===== config.mk =====
export PLATFORM = sky130hd
export DESIGN_NAME = port_wr_enqueue
export DESIGN_NICKNAME = d
export VERILOG_FILES = /design/src/rtl/port_wr_enqueue.sv
export SDC_FILE = /design/constraint.sdc
export NUM_CORES = 1
export LEC_CHECK = 0
export CAP_MARGIN = 20
export CORE_ASPECT_RATIO = 0.7
export CORE_MARGIN = 10
export CORE_UTILIZATION = 25
export DETAILED_ROUTE_END_ITERATION = 16
export GPL_TIMING_DRIVEN = 0
export PLACE_DENSITY = 0.52
export REMOVE_ABC_BUFFERS = 1
export SYNTH_ARGS = -nofsm -noshare
export SYNTH_HDL_FRONTEND = slang
export SYNTH_SLANG_ARGS = --single-unit

===== constraint.sdc =====
create_clock -name clk -period 5.4 [get_ports clk]
set_input_delay 0.54 -clock clk [delete_from_list [all_inputs] [get_ports clk]]
set_output_delay 0.54 -clock clk [all_outputs]
set_load 0.05 [all_outputs]

===== src/rtl/port_wr_enqueue.sv =====
// port_wr_enqueue: per-port priority queue occupancy keeper with dispatcher update handshake
module port_wr_enqueue #(
    parameter int CNT_W   = 8,
    parameter int UPD_GAP = 6
) (
    input  logic             clk,
    input  logic             rst_n,
    input  logic             enq_valid,
    input  logic [2:0]       enq_prior,
    output logic             enq_ready,
    input  logic             deq_valid,
    input  logic [3:0]       deq_prior,
    output logic             deq_ready,
    output logic [7:0]       queue_empty,
    output logic [7:0]       queue_full,
    output logic             update,
    output logic [CNT_W+2:0] total_cnt,
    output logic             err
);
    localparam int TW = CNT_W + 3;
    localparam int HW = UPD_GAP > 2 ? $clog2(UPD_GAP) : 1;
    localparam logic [HW-1:0] HOLD_LOAD = HW'(UPD_GAP > 1 ? UPD_GAP - 1 : 0);

    typedef enum logic [1:0] {IDLE, UPD, HOLD} state_t;

    state_t           state, state_nxt;
    logic [HW-1:0]    hold, hold_nxt;
    logic [CNT_W-1:0] cnt [8];
    logic [7:0]       inc, dec;
    logic             enq_acc, deq_acc, deq_ok;

    // occupancy flags come straight from the counters
    always_comb begin
        for (int i = 0; i < 8; i++) begin
            queue_empty[i] = cnt[i] == '0;
            queue_full[i]  = &cnt[i];
        end
    end

    assign enq_ready = ~queue_full[enq_prior];
    assign enq_acc   = enq_valid & enq_ready;
    assign deq_ready = state == IDLE;
    assign update    = state == UPD;
    assign deq_acc   = deq_valid & deq_ready;
    // a retirement of "none" or of an empty queue is consumed but changes nothing
    assign deq_ok    = deq_acc & ~deq_prior[3] & ~queue_empty[deq_prior[2:0]];
    assign inc       = {7'b0, enq_acc} << enq_prior;
    assign dec       = {7'b0, deq_ok} << deq_prior[2:0];

    // per-queue counters; an enqueue and a dequeue on the same queue cancel
    always_ff @(posedge clk) begin
        for (int i = 0; i < 8; i++) begin
            if (!rst_n)
                cnt[i] <= '0;
            else if (inc[i] && !dec[i])
                cnt[i] <= cnt[i] + CNT_W'(1);
            else if (dec[i] && !inc[i])
                cnt[i] <= cnt[i] - CNT_W'(1);
        end
    end

    // running total tracks the counter sum; err latches any illegal retirement
    always_ff @(posedge clk) begin
        if (!rst_n) begin
            total_cnt <= '0;
            err       <= 1'b0;
        end else begin
            if (enq_acc && !deq_ok)
                total_cnt <= total_cnt + TW'(1);
            else if (deq_ok && !enq_acc)
                total_cnt <= total_cnt - TW'(1);
            if (deq_acc && !deq_ok)
                err <= 1'b1;
        end
    end

    // handshake FSM state and hold-off counter
    always_ff @(posedge clk) begin
        if (!rst_n) begin
            state <= IDLE;
            hold  <= '0;
        end else begin
            state <= state_nxt;
            hold  <= hold_nxt;
        end
    end

    // pulse update once per legal retirement, then hold off further retirements
    always_comb begin
        state_nxt = state;
        hold_nxt  = hold;
        case (state)
            IDLE: if (deq_ok) state_nxt = UPD;
            UPD: begin
                hold_nxt  = HOLD_LOAD;
                state_nxt = UPD_GAP > 1 ? HOLD : IDLE;
            end
            HOLD: begin
                hold_nxt = hold - HW'(1);
                if (hold <= HW'(1)) state_nxt = IDLE;
            end
            default: state_nxt = IDLE;
        endcase
    end
endmodule


# Yosys cells after proc, flatten, opt, wreduce, memory -nomap -nowiden
# Memories as Yosys holds them, arrays and structs flattened.
# Cells that the tools add are included.
dict set report totals {
  ram_bits 64
  inputBits 11
  wordCells 196
  regBits 17
  out_inout_bits 31
  n_memories 1
}
# name words width read_ports rd_clocked_by_memory_dff wr line_no
set mem_list {}
lappend mem_list {cnt 8 8 8 0 8 28} ;# logic [CNT_W-1:0] cnt [8];
dict set report classes {
  bitwise_logic 23
  eq_ne 4
  shifts 2
  mux 83
  order_cmp 3
  add_sub_neg 19
  reduce_logical 57
}
# cell n
set ops {}
lappend ops {{two-way mux 8 bit} 16}
lappend ops {{adder 8 x 1 -> 8 bit, second input constant} 8}
lappend ops {{zero test 8 bit} 8}
lappend ops {{AND reduction 8 bit} 8}
lappend ops {{subtractor 8 x 1 -> 8 bit, second input constant} 8}
lappend ops {{two-way mux 1 bit} 59}
lappend ops {{two-way mux 11 bit} 2}
lappend ops {{logical AND 1 bit} 19}
lappend ops {{zero test 1 bit} 18}
lappend ops {{bitwise OR 1 bit} 16}
lappend ops {{left shift 1 x 3 -> 8 bit} 2}
lappend ops {{adder 11 x 1 -> 11 bit, second input constant} 1}
lappend ops {{subtractor 11 x 1 -> 11 bit, second input constant} 1}
lappend ops {{less-than comparator 3 x 4 -> 1 bit, second input constant} 2}
lappend ops {{binary-select mux 1 bit (select 3 bit)} 2}
lappend ops {{one-hot mux 2 bit (3 select lines)} 1}
lappend ops {{one-hot mux 3 bit (2 select lines)} 1}
lappend ops {{AND 1 bit} 4}
lappend ops {{two-way mux 2 bit} 2}
lappend ops {{nonzero test 2 bit} 2}
lappend ops {{<= comparator 3 x 1 -> 1 bit, second input constant} 1}
lappend ops {{inverter 1 bit} 3}
lappend ops {{subtractor 3 x 1 -> 3 bit, second input constant} 1}
lappend ops {{equality test 2 x 1 -> 1 bit, second input constant} 1}
lappend ops {{5 further kinds} 5}

# Depth between registers and ports, before layout
dict set report logic_depth {
  word_depth 13
  mapped_depth 16
  ltp_nobuf 16
}

# Worst setup path before layout
# Ideal clock, no wire load.
dict set report synth_path {
  path_type {reg2reg}
  start {memory cnt[7][0], in the netlist cnt[1][24]}
  end {register total_cnt[9]}
  path_stages_with_launch 16
  required_time_ns 5.259
  path_slack_ns 0.354
  t_arrival_ns 4.905
  period_less_slack_ns 5.046
  path_buffers 0
  setup_ns 0.141
  path_cell_list {edfxtp_1 ha_1 nand3_1 nor3_1 mux2i_1 mux4_2 and2_1 ha_1 inv_1 ha_1 a211oi_1 o21bai_1 a31o_2 a41oi_1 mux2i_1 o311ai_0}
}
# element line_no
set synth_rtl {}
lappend synth_rtl {{start, declared} 28}
lappend synth_rtl {{end signal, assigned} 69} ;# total_cnt <= total_cnt + TW'(1);
lappend synth_rtl {{end signal, assigned} 71} ;# total_cnt <= total_cnt - TW'(1);
lappend synth_rtl {{end, declared} 17} ;# output logic [CNT_W+2:0] total_cnt,

==> tab_implementation.tex <==
\begin{tabular}{lr}
\hline
Metric & Value \\
\hline
\multicolumn{2}{l}{\textbf{Run status}} \\
\quad Result of the run & completed \\
\multicolumn{2}{l}{\textbf{Global routing}} \\
\quad Maximum number of pins on one net before global-route repair & 41 \\
\quad Number of global-route vias before repair & 5397 \\
\quad Wire length of the first global-routing pass & roughly 29000 µm \\
\quad GRT Util Overall & between 10\% and 20\% \\
\quad Congestion Overflow GR & 0 \\
\quad Antenna violations before repair & 0 \\
\multicolumn{2}{l}{\textbf{Synth}} \\
\quad Count of unique library cells instantiated by Yosys & 78 \\
\quad Yosys top cell by area & edfxtp\_1 \\
\quad Largest cells by area after synthesis & edfxtp\_1, ha\_1, dfxtp\_1, nand2\_1, inv\_1 \\
\quad Most used flip-flop cell after synthesis & edfxtp\_1 \\
\quad YS warnings & 0 \\
\quad Post-Synthesis Mean Instance Area & about 8.6 µm² \\
\quad Async set-reset flop share out of synthesis & 0\% \\
\quad Synthesized netlist cell count & between 700 and 800 \\
\quad Flip-flop and latch count after synthesis & 81 \\
\quad Share of Yosys cell area claimed by the top area cell type & 28.5\% \\
\quad Seq/Total Area, Yosys & 33.5\% \\
\quad Count of flip-flops with a built-in enable after synthesis & 64 \\
\quad Area of the mapped netlist & 6750 µm² \\
\multicolumn{2}{l}{\textbf{Worst hold path}} \\
\quad Hold Crit Class & register to register \\
\quad Hold path endpoint & state[1] \\
\quad Number of cells on the worst hold path & 2 \\
\quad Source of the worst hold timing path & state[1] \\
\multicolumn{2}{l}{\textbf{Placed design}} \\
\quad Dpl hpwl & 13000 µm \\
\quad RD Place Congestion & 0.793 \\
\quad Count of input and output buffers & 41 \\
\quad Total placed instance area & around 7400 µm² \\
\multicolumn{2}{l}{\textbf{Cells and area}} \\
\quad Area growth from synthesis to layout & 14.6\% \\
\quad Total area of multi-input combinational cells & 4060 µm² \\
\quad Proportion of layout cells with a drive suffix above 1 & between 5 and 6\% \\
\quad Final-stage net count & 843 \\
\quad Antenna Cells & 0 \\
\quad Number of filler cells placed in the layout & approximately 2900 \\
\quad Final standard cell area without fillers & roughly 7700 µm² \\
\quad Sequential cell area & roughly 2300 µm² \\
\multicolumn{2}{l}{\textbf{Run}} \\
\quad Number of max-capacitance violations reported & 0 \\
\multicolumn{2}{l}{\textbf{Route}} \\
\quad Post-route ant nets & 0 \\
\quad Detailed Route Iter0 Violations & $\sim$470 \\
\quad Drt pass-1 iters & 5 \\
\quad Via density per instance & approximately 5.1 \\
\quad Remaining routing DRC violations & 0 \\
\quad Via count & slightly below 6000 \\
\quad Wirelength, routed & approximately 18000 µm \\
\quad Wire length per cell & about 15 µm \\
\multicolumn{2}{l}{\textbf{Clock network}} \\
\quad CTS tree & yes \\
\quad H-tree levels & 3 \\
\quad Number of buffers between clock root and the deepest sink & 2 \\
\quad Number of clock sinks & between 80 and 90 \\
\quad Cells resized by post-CTS repair & 0 \\
\quad Hold buffers post-CTS & 0 \\
\quad Clock-pin slew on the worst setup and hold paths & 0.07 ns \\
\quad CTS Root Cell & clkbuf\_16 \\
\quad Post-CTS setup repair buffer count & 0 \\
\quad Latest clock arrival within the worst-skew pair & around 0.35 ns \\
\quad TritonCTS buffer count & 9 \\
\multicolumn{2}{l}{\textbf{Floorplanning}} \\
\quad Total die area & 34100 µm² \\
\quad Core Area & 26700 µm² \\
\quad Initial core utilization & 25.3\% \\
\quad I/O pin count & 42 \\
\quad Overall die width & 216 µm \\
\quad Rows & 50 \\
\quad Die Y & between 150 and 200 µm \\
\multicolumn{2}{l}{\textbf{Timing}} \\
\quad Setup TNS & 0 ns \\
\quad Slew Viols, Final & 0 \\
\quad Worst hold slack & 0.486 ns \\
\quad Relative slew margins & approximately two fifths \\
\quad Maximum clock frequency & 0.210 GHz \\
\quad Count of endpoints failing hold in the final timing report & 0 \\
\quad Transition time at the pin with the least slew margin & just over 0.9 ns \\
\quad Post-route minimum period & 4.76 ns \\
\quad Setup repair after global routing missed its margin & false \\
\quad Setup Viol. Count Final & 0 \\
\quad Part of the cycle the worst path needs & approximately 90\% \\
\quad Setup Skew & 0.0111 ns \\
\multicolumn{2}{l}{\textbf{Critical path}} \\
\quad Critical Path Start Type & register \\
\quad Worst setup path class & register to register \\
\quad Setup slack, reg-to-reg & roughly 0.64 ns \\
\quad Number of cell instances on the worst register-to-register path & 15 \\
\quad Origin of the critical flop-to-flop path & cnt[0][8] \\
\quad R2R Path End & total\_cnt[9] \\
\quad Critical path startpoint & cnt[0][8] \\
\quad Worst-path fanout max & 12 \\
\quad Arrival time reported for the critical path endpoint & 4.97 ns \\
\quad Critical Path Sink Type & register \\
\quad Required time of the critical path & between 5 and 6 ns \\
\multicolumn{2}{l}{\textbf{Power and ir drop}} \\
\quad Power density of the placed cells & 313 nW/µm² \\
\quad IR Drop Worst-Case VDD & 175 µV \\
\quad P\_leak & 2.76 nW \\
\hline
\end{tabular}
==> routing by layer <==
metal	global-route usage [%]	wire length [µm]	vias up
li1	-	-	2973
met1	15.6	9690	2811
met2	14.2	7010	112
met3	2.36	758	26
met4	3.42	335	0
met5	0	0	-
==> Yosys cell counts, types with 6 or more instances <==
master / number
nand2_1: 74
edfxtp_1: 64
inv_1: 63
nor2_1: 59
ha_1: 36
nor3_1: 35
nand3_1: 30
a21oi_1: 29
o21ai_0: 21
o221ai_1: 20
nand2b_1: 19
nor2b_1: 19
a221oi_1: 18
a31oi_1: 17
buf_2: 17
clkbuf_1: 17
dfxtp_1: 17
o21a_1: 14
o22ai_1: 14
and2_1: 12
and3_1: 11
a22oi_1: 10
xnor2_1: 10
mux2i_1: 9
nand4_1: 9
nor4_1: 9
a211oi_1: 8
xor2_1: 8
nor3b_1: 7
or3_1: 7
nand3b_1: 6
or4_1: 6
==> sequential cells by signal (all words and copies together), names as in the netlist <==
register,flops
state,2
err,1
total_cnt,11
cnt,64
hold,3
==> metrics by stage <==
stage	utilization (%)	setup WS (ns)	power (mW)	cells
floorplan	-	0.350	1.51	741
global placement	27.8	0.356	1.75	1146
detailed placement	27.8	0.487	1.75	1146
CTS	29.0	0.697	2.45	1162
global route	29.0	0.416	2.58	1163
finish	29.0	0.640	2.42	1163
==> how the worst max path moves through the flow <==
| stage | end | depth (start not counted) |
|---|---|---|
| 2_1_floorplan | total_cnt[9] | 15 |
| 3_3_place_gp | cnt[1][7] | 12 |
| 3_5_place_dp | total_cnt[9] | 14 |
| 4_1_cts | total_cnt[9] | 15 |
| 5_1_grt | total_cnt[9] | 15 |
| 6_report | total_cnt[9] | 15 |
==> layout make-up <==
class                           instances  area share, %
Inverter                               63           3.06
Sequential cell                        81           29.2
Clock buffer                           13           3.51
Timing Repair Buffer                   42           5.33
Tap cell                              364           5.88
Multi-Input combinational cell        597           52.4
Clock inverter                          3          0.582
==> report_power, final <==
part	internal [mW]	switching, mW
combinational	0.329	0.517
sequential	0.780	0.114
clock	0.401	0.277
==> cell families after synthesis <==
logic type | Yosys count | synth area share, %
buffers and inverters | 104 | 6.49
AOI/OAI and AO/OA | 204 | 22.6
xor gates and xnor gates | 18 | 2.34
DFF | 81 | 33.5
muxes | 13 | 2.17
and+or+nand+nor | 324 | 25.6
adders and majority gates | 38 | 7.26
==> critical path: stages (launching register included) <==
cell      delay (ns)
edfxtp_1        0.40
ha_1            0.23
nand3_1         0.21
nor3_1          0.66
mux2i_1         0.17
mux4_2          0.55
and2_1          0.19
ha_1            0.22
inv_1           0.36
ha_1            0.34
a211oi_1        0.27
o21bai_1        0.15
a31o_2          0.28
a41oi_1         0.23
mux2i_1         0.21
o311ai_0        0.14
==> cell usage in the layout, fill, tap and decap left out, types with 11 or more instances in the layout <==
master,synthesis,layout
nand2_1,74,74
edfxtp_1,64,64
inv_1,63,63
nor2_1,59,59
clkdlybuf4s50_1,0,40
ha_1,36,36
nor3_1,35,35
nand3_1,30,30
a21oi_1,29,29
o21ai_0,21,21
o221ai_1,20,20
nand2b_1,19,19
nor2b_1,19,19
a221oi_1,18,18
a31oi_1,17,17
dfxtp_1,17,17
o21a_1,14,14
o22ai_1,14,14
and2_1,12,12
and3_1,11,11
Power figures use the tool's default switching activity.
==> edit 1: new RTL, same settings <==
The parameter `CNT_W` goes from 8 to 12.
--- a/src/rtl/port_wr_enqueue.sv
+++ b/src/rtl/port_wr_enqueue.sv
@@ -1,5 +1,5 @@
 // port_wr_enqueue: per-port priority queue occupancy keeper with dispatcher update handshake
 module port_wr_enqueue #(
-    parameter int CNT_W   = 8,
+    parameter int CNT_W   = 12,
     parameter int UPD_GAP = 6
 ) (
Interface: changed (resized total_cnt); port bits go from 42 to 46. The function was not compared with the original's and may differ.
==> edit 1 against the original RTL <==
Global-route usage is 0.77 points higher. Area after synthesis is 41% higher. Clock skew hardly changed. Wire length is 47% higher. Setup slack worse by 0.32 ns. Sequential cell count is 36 higher. Total power is 48% higher. Cell area is 42% higher. Largest cell class unchanged.
==> edit 1: results (changes against the original RTL) <==
Global Route met3 Usage 2.30% (-0.056 points); wire length on met3 1270 µm (+68%); placed cell count 1595 (+39%); Post-synth top cells nor2_1, edfxtp_1, a21oi_1, nand2_1, inv_1; Filler Cells Inserted 3930 (+37%); dpl hpwl 18900 µm (+45%); worst min-delay path startpoint total_cnt[8]; result of the run finished, final reports clean; GRT Overall Usage 11.2% (+0.77 points); Num CTS Buffers 17 (+8); routability congestion estimate 0.809 (+2.1%); GR met2 Demand/Resource 16.9% (+2.6 points); startpoint of the lowest-slack register-to-register path cnt[1][36]; worst clock skew 0.0112 ns (+0.000123 ns); Detailed Route Iter0 Violations 782 (+67%); reported sequential group power 1.30 mW (+45%); average wire per standard cell 16.0 µm (+4.6%); largest cells by area after synthesis edfxtp_1, ha_1, a221oi_1; Total Wirelength 26100 µm (+47%); Seq area share 30.1% (+0.90 points); Lkg Pwr 3.86 nW (+40%); pre-CTS setup slack 0.0471 ns (-0.440 ns); pin count of the biggest net entering global routing 24 (-41%); Power Total 3.57 mW (+48%); non-clock buffer total of the final layout 56 (+33%); wire length on met1 13100 µm (+35%); Non-clock inverters 65 (+3.2%); number of distinct library cells after synthesis 81 (+3.8%); Port Buffer Count 45 (+9.8%); largest registers cnt x96, total_cnt x15, hold x3; internal power consumption 2.27 mW (+50%); share of cells above drive strength 1 7.16% (+2.1 points); cell count of the worst reg-to-reg path 21 (+6); Post-layout nets 1189 (+41%); multi-input combinational area share 52.0% (-0.38 points); full die area 46300 µm² (+36%); number of multi-input combinational cells in the layout 876 (+47%); Synth Instances 1124 (+44%); highest ir drop seen on vdd 0.158 mV (-10%); clock network power 1.10 mW (+62%); portion of the layout cell area used by non-clock buffers 5.00% (-0.34 points); number of global-route vias before repair 7967 (+48%); terminating pin of the worst hold path total_cnt[8]; total number of H-tree levels 4 (+1); delay contributed by the slowest stage of the critical path 0.55 ns (-0.11 ns); count of clock buffers in the final design 28 (+15); sequential element share of the synthesized area 34.8% (+1.3 points); proportion of cell area spent on the clock network 5.02% (+0.93 points); number of sinks driven by the clock tree 117 (+44%); setup slack of the worst register-to-register path 0.32 ns (-0.32 ns); met2 wirelength from detailed routing 11300 µm (+61%)
-- edit 1: how the worst max path moves through the flow --
| stage | from | to | slack [ns] | depth (start not counted) |
|---|---|---|---|---|
| detailed placement | deq_prior[1] | total_cnt[10] | 0.05 | 17 |
| CTS | cnt[0][36] | total_cnt[10] | 0.17 | 18 |
| global placement | deq_prior[1] | total_cnt[10] | 0.02 | 17 |
| global route | cnt[1][36] | total_cnt[9] | 0.004 | 21 |
| floorplan | cnt[1][12] | total_cnt[10] | -0.30 | 16 |
| finish | cnt[1][36] | total_cnt[9] | 0.32 | 21 |
-- edit 1: cell families (layout without fill, tap and decap cells) --
logic type,count (synthesis),count (layout),share of synthesized area (%)
xor gates and xnor gates,26,26,2.40
adders and majority gates,45,45,6.09
buffers and inverters,131,153,5.81
muxes,12,12,1.46
DFF,117,117,34.8
AOI/OAI and AO/OA,303,303,22.1
and+or+nand+nor,490,490,27.3
-- edit 1: repair_timing --
action                                  CTS  global route
hold buffers                              0             0
gates resized for setup                   0            10
endpoints found under the setup margin    0             6
setup buffers                             0             4
-- edit 1: worst register-to-register path: stages (launching register included) --
cell and delay, ns:
edfxtp_1 0.46, inv_1 0.12, ha_1 0.21, or3b_2 0.55, nor3_4 0.32, mux2_2 0.20, o21ai_0 0.13, or2_2 0.30
o211a_1 0.16, inv_1 0.11, ha_1 0.32, clkinvlp_4 0.13, buf_4 0.20, buf_4 0.15, ha_1 0.26, a21oi_1 0.29
o2111ai_2 0.24, a31o_2 0.30, a21oi_1 0.20, xnor2_1 0.14, nand2_1 0.07, a21oi_1 0.15
-- edit 1: through the flow --
step | area (µm²) | setup TNS (ns)
after CTS | 10900 | 0
after global placement | 10200 | 0
after detailed placement | 10300 | 0
after floorplan | 9180 | -1.29
after global routing | 11000 | 0
final | 11000 | 0
==> edit 2: new RTL, same flow settings <==
Made on the original files. Make the reset (`rst_n`) asynchronous in 2 clocked blocks.
--- a/src/rtl/port_wr_enqueue.sv
+++ b/src/rtl/port_wr_enqueue.sv
@@ -61,5 +61,5 @@
 
     // running total tracks the counter sum; err latches any illegal retirement
-    always_ff @(posedge clk) begin
+    always_ff @(posedge clk or negedge rst_n) begin
         if (!rst_n) begin
             total_cnt <= '0;
@@ -76,5 +76,5 @@
 
     // handshake FSM state and hold-off counter
-    always_ff @(posedge clk) begin
+    always_ff @(posedge clk or negedge rst_n) begin
         if (!rst_n) begin
             state <= IDLE;
Function: differs if rst_n is asserted again (counterexample within 4 cycles, from zero or initial values and one cycle with rst_n low); with rst_n held inactive, the same outputs for 4 cycles.
==> edit 2 against the original RTL <==
Synthesized cell count down 3.3%. Wire length down 1.4%. Highest routed layer unchanged. Die area down 2.4%. Clock power down 14%. Cell count down 4.3%. Clock skew down 0.0027 ns. Setup slack about the same. Area after synthesis down 2.7%. Total power up 1.7%. Via count down 2.5%. Sequential cell count unchanged. Cell area down 3.1%. Critical path depth unchanged.
==> edit 2: results (changes against the original RTL) <==
result of the run finished, final reports clean; met2 wirelength from detailed routing 6990 µm (-0.29%); Largest delay share family, worst path simple AND/OR/NAND/NOR gates; Total Wirelength 17500 µm (-1.4%); Synth Instances 756 (-3.3%); Lkg Pwr 2.66 nW (-3.5%); average wire per standard cell 15.8 µm (+3.0%); setup slack of the worst register-to-register path 0.64 ns (about the same); startpoint of the lowest-slack register-to-register path cnt[1][16]; wire length of the first global-routing pass 29100 µm (about the same); sequential element share of the synthesized area 35.7% (+2.2 points); transition time at the pin with the least slew margin 0.926 ns (+0.00391 ns); delay contributed by the slowest stage of the critical path 0.61 ns (-0.05 ns); GRT Overall Usage 10.8% (+0.40 points); number of global-route vias before repair 5279 (-2.2%); largest fanout of any net on the critical path 10 (-2); worst r2r dst total_cnt[9]; Detailed Route Iter0 Violations 410 (-12%); Placed Area 7230 µm² (-2.4%); worst-case hold slack 0.262 ns (-0.225 ns); Post-synth top cells nand2_1, nor2_1, edfxtp_1, inv_1, nand3_1; dpl hpwl 12900 µm (-1.0%); wire length on met1 9260 µm (-4.4%); routability congestion estimate 0.803 (+1.3%); pin count of the biggest net entering global routing 34 (-17%); wire length on met3 1100 µm (+45%); asr flop ratio synth 21.0% (+21 points); Max stage delay cell, worst path or4b_2; beginning of the critical path cnt[1][16]; highest ir drop seen on vdd 0.392 mV (+120%); type of the tightest min-delay check in2async; Post-layout nets 826 (-2.0%)
## edit 2: routing by layer
layer  vias up  global-route usage, %
li1       2880                      -
met5         -                      0
met3        14                   2.81
met2       156                   14.7
met1      2724                   16.4
met4         0                   2.79
## edit 2: kinds of logic (layout without fill, tap and decap cells)
logic type	after synthesis	in the layout	synth area share [%]
and+or+nand+nor	335	335	26.4
AOI/OAI and AO/OA	187	187	20.6
DFF	81	81	35.7
adders and majority gates	38	38	7.47
xor gates and xnor gates	22	22	2.93
buffers and inverters	85	111	5.39
muxes	8	8	1.50
## edit 2: layout make-up
class	instances	area, µm²
fill	2725	18200
timing repair buffer	42	413
inverter	53	199
clock buffer	16	262
sequential	81	2350
multi-input combinational	590	3870
tap	331	414
## edit 2: metrics by stage
| stage | setup WS (ns) | util, % |
|---|---|---|
| 6_report | 0.640 | 29.1 |
| 5_1_grt | 0.347 | 29.1 |
| 4_1_cts | 0.709 | 29.1 |
| 3_5_place_dp | 0.376 | 28.1 |
| 3_3_place_gp | 0.406 | 28.1 |
| 2_1_floorplan | 0.358 | - |
## edit 2: worst register-to-register path: stages, from the launching register on
cell      delay, ns
edfxtp_1       0.46
ha_1           0.25
nand3_2        0.16
nor3_1         0.55
mux2i_1        0.21
mux4_2         0.57
and2_1         0.22
ha_1           0.21
inv_1          0.31
ha_1           0.26
nand2_1        0.09
o211ai_1       0.32
nand2_1        0.09
a211o_1        0.31
or4b_2         0.61
nand3_1        0.09
## edit 2: power by group
group          internal (mW)  switching [mW]  total (mW)
clock                  0.326           0.257       0.583
sequential             0.785           0.119       0.904
combinational          0.375           0.598       0.973
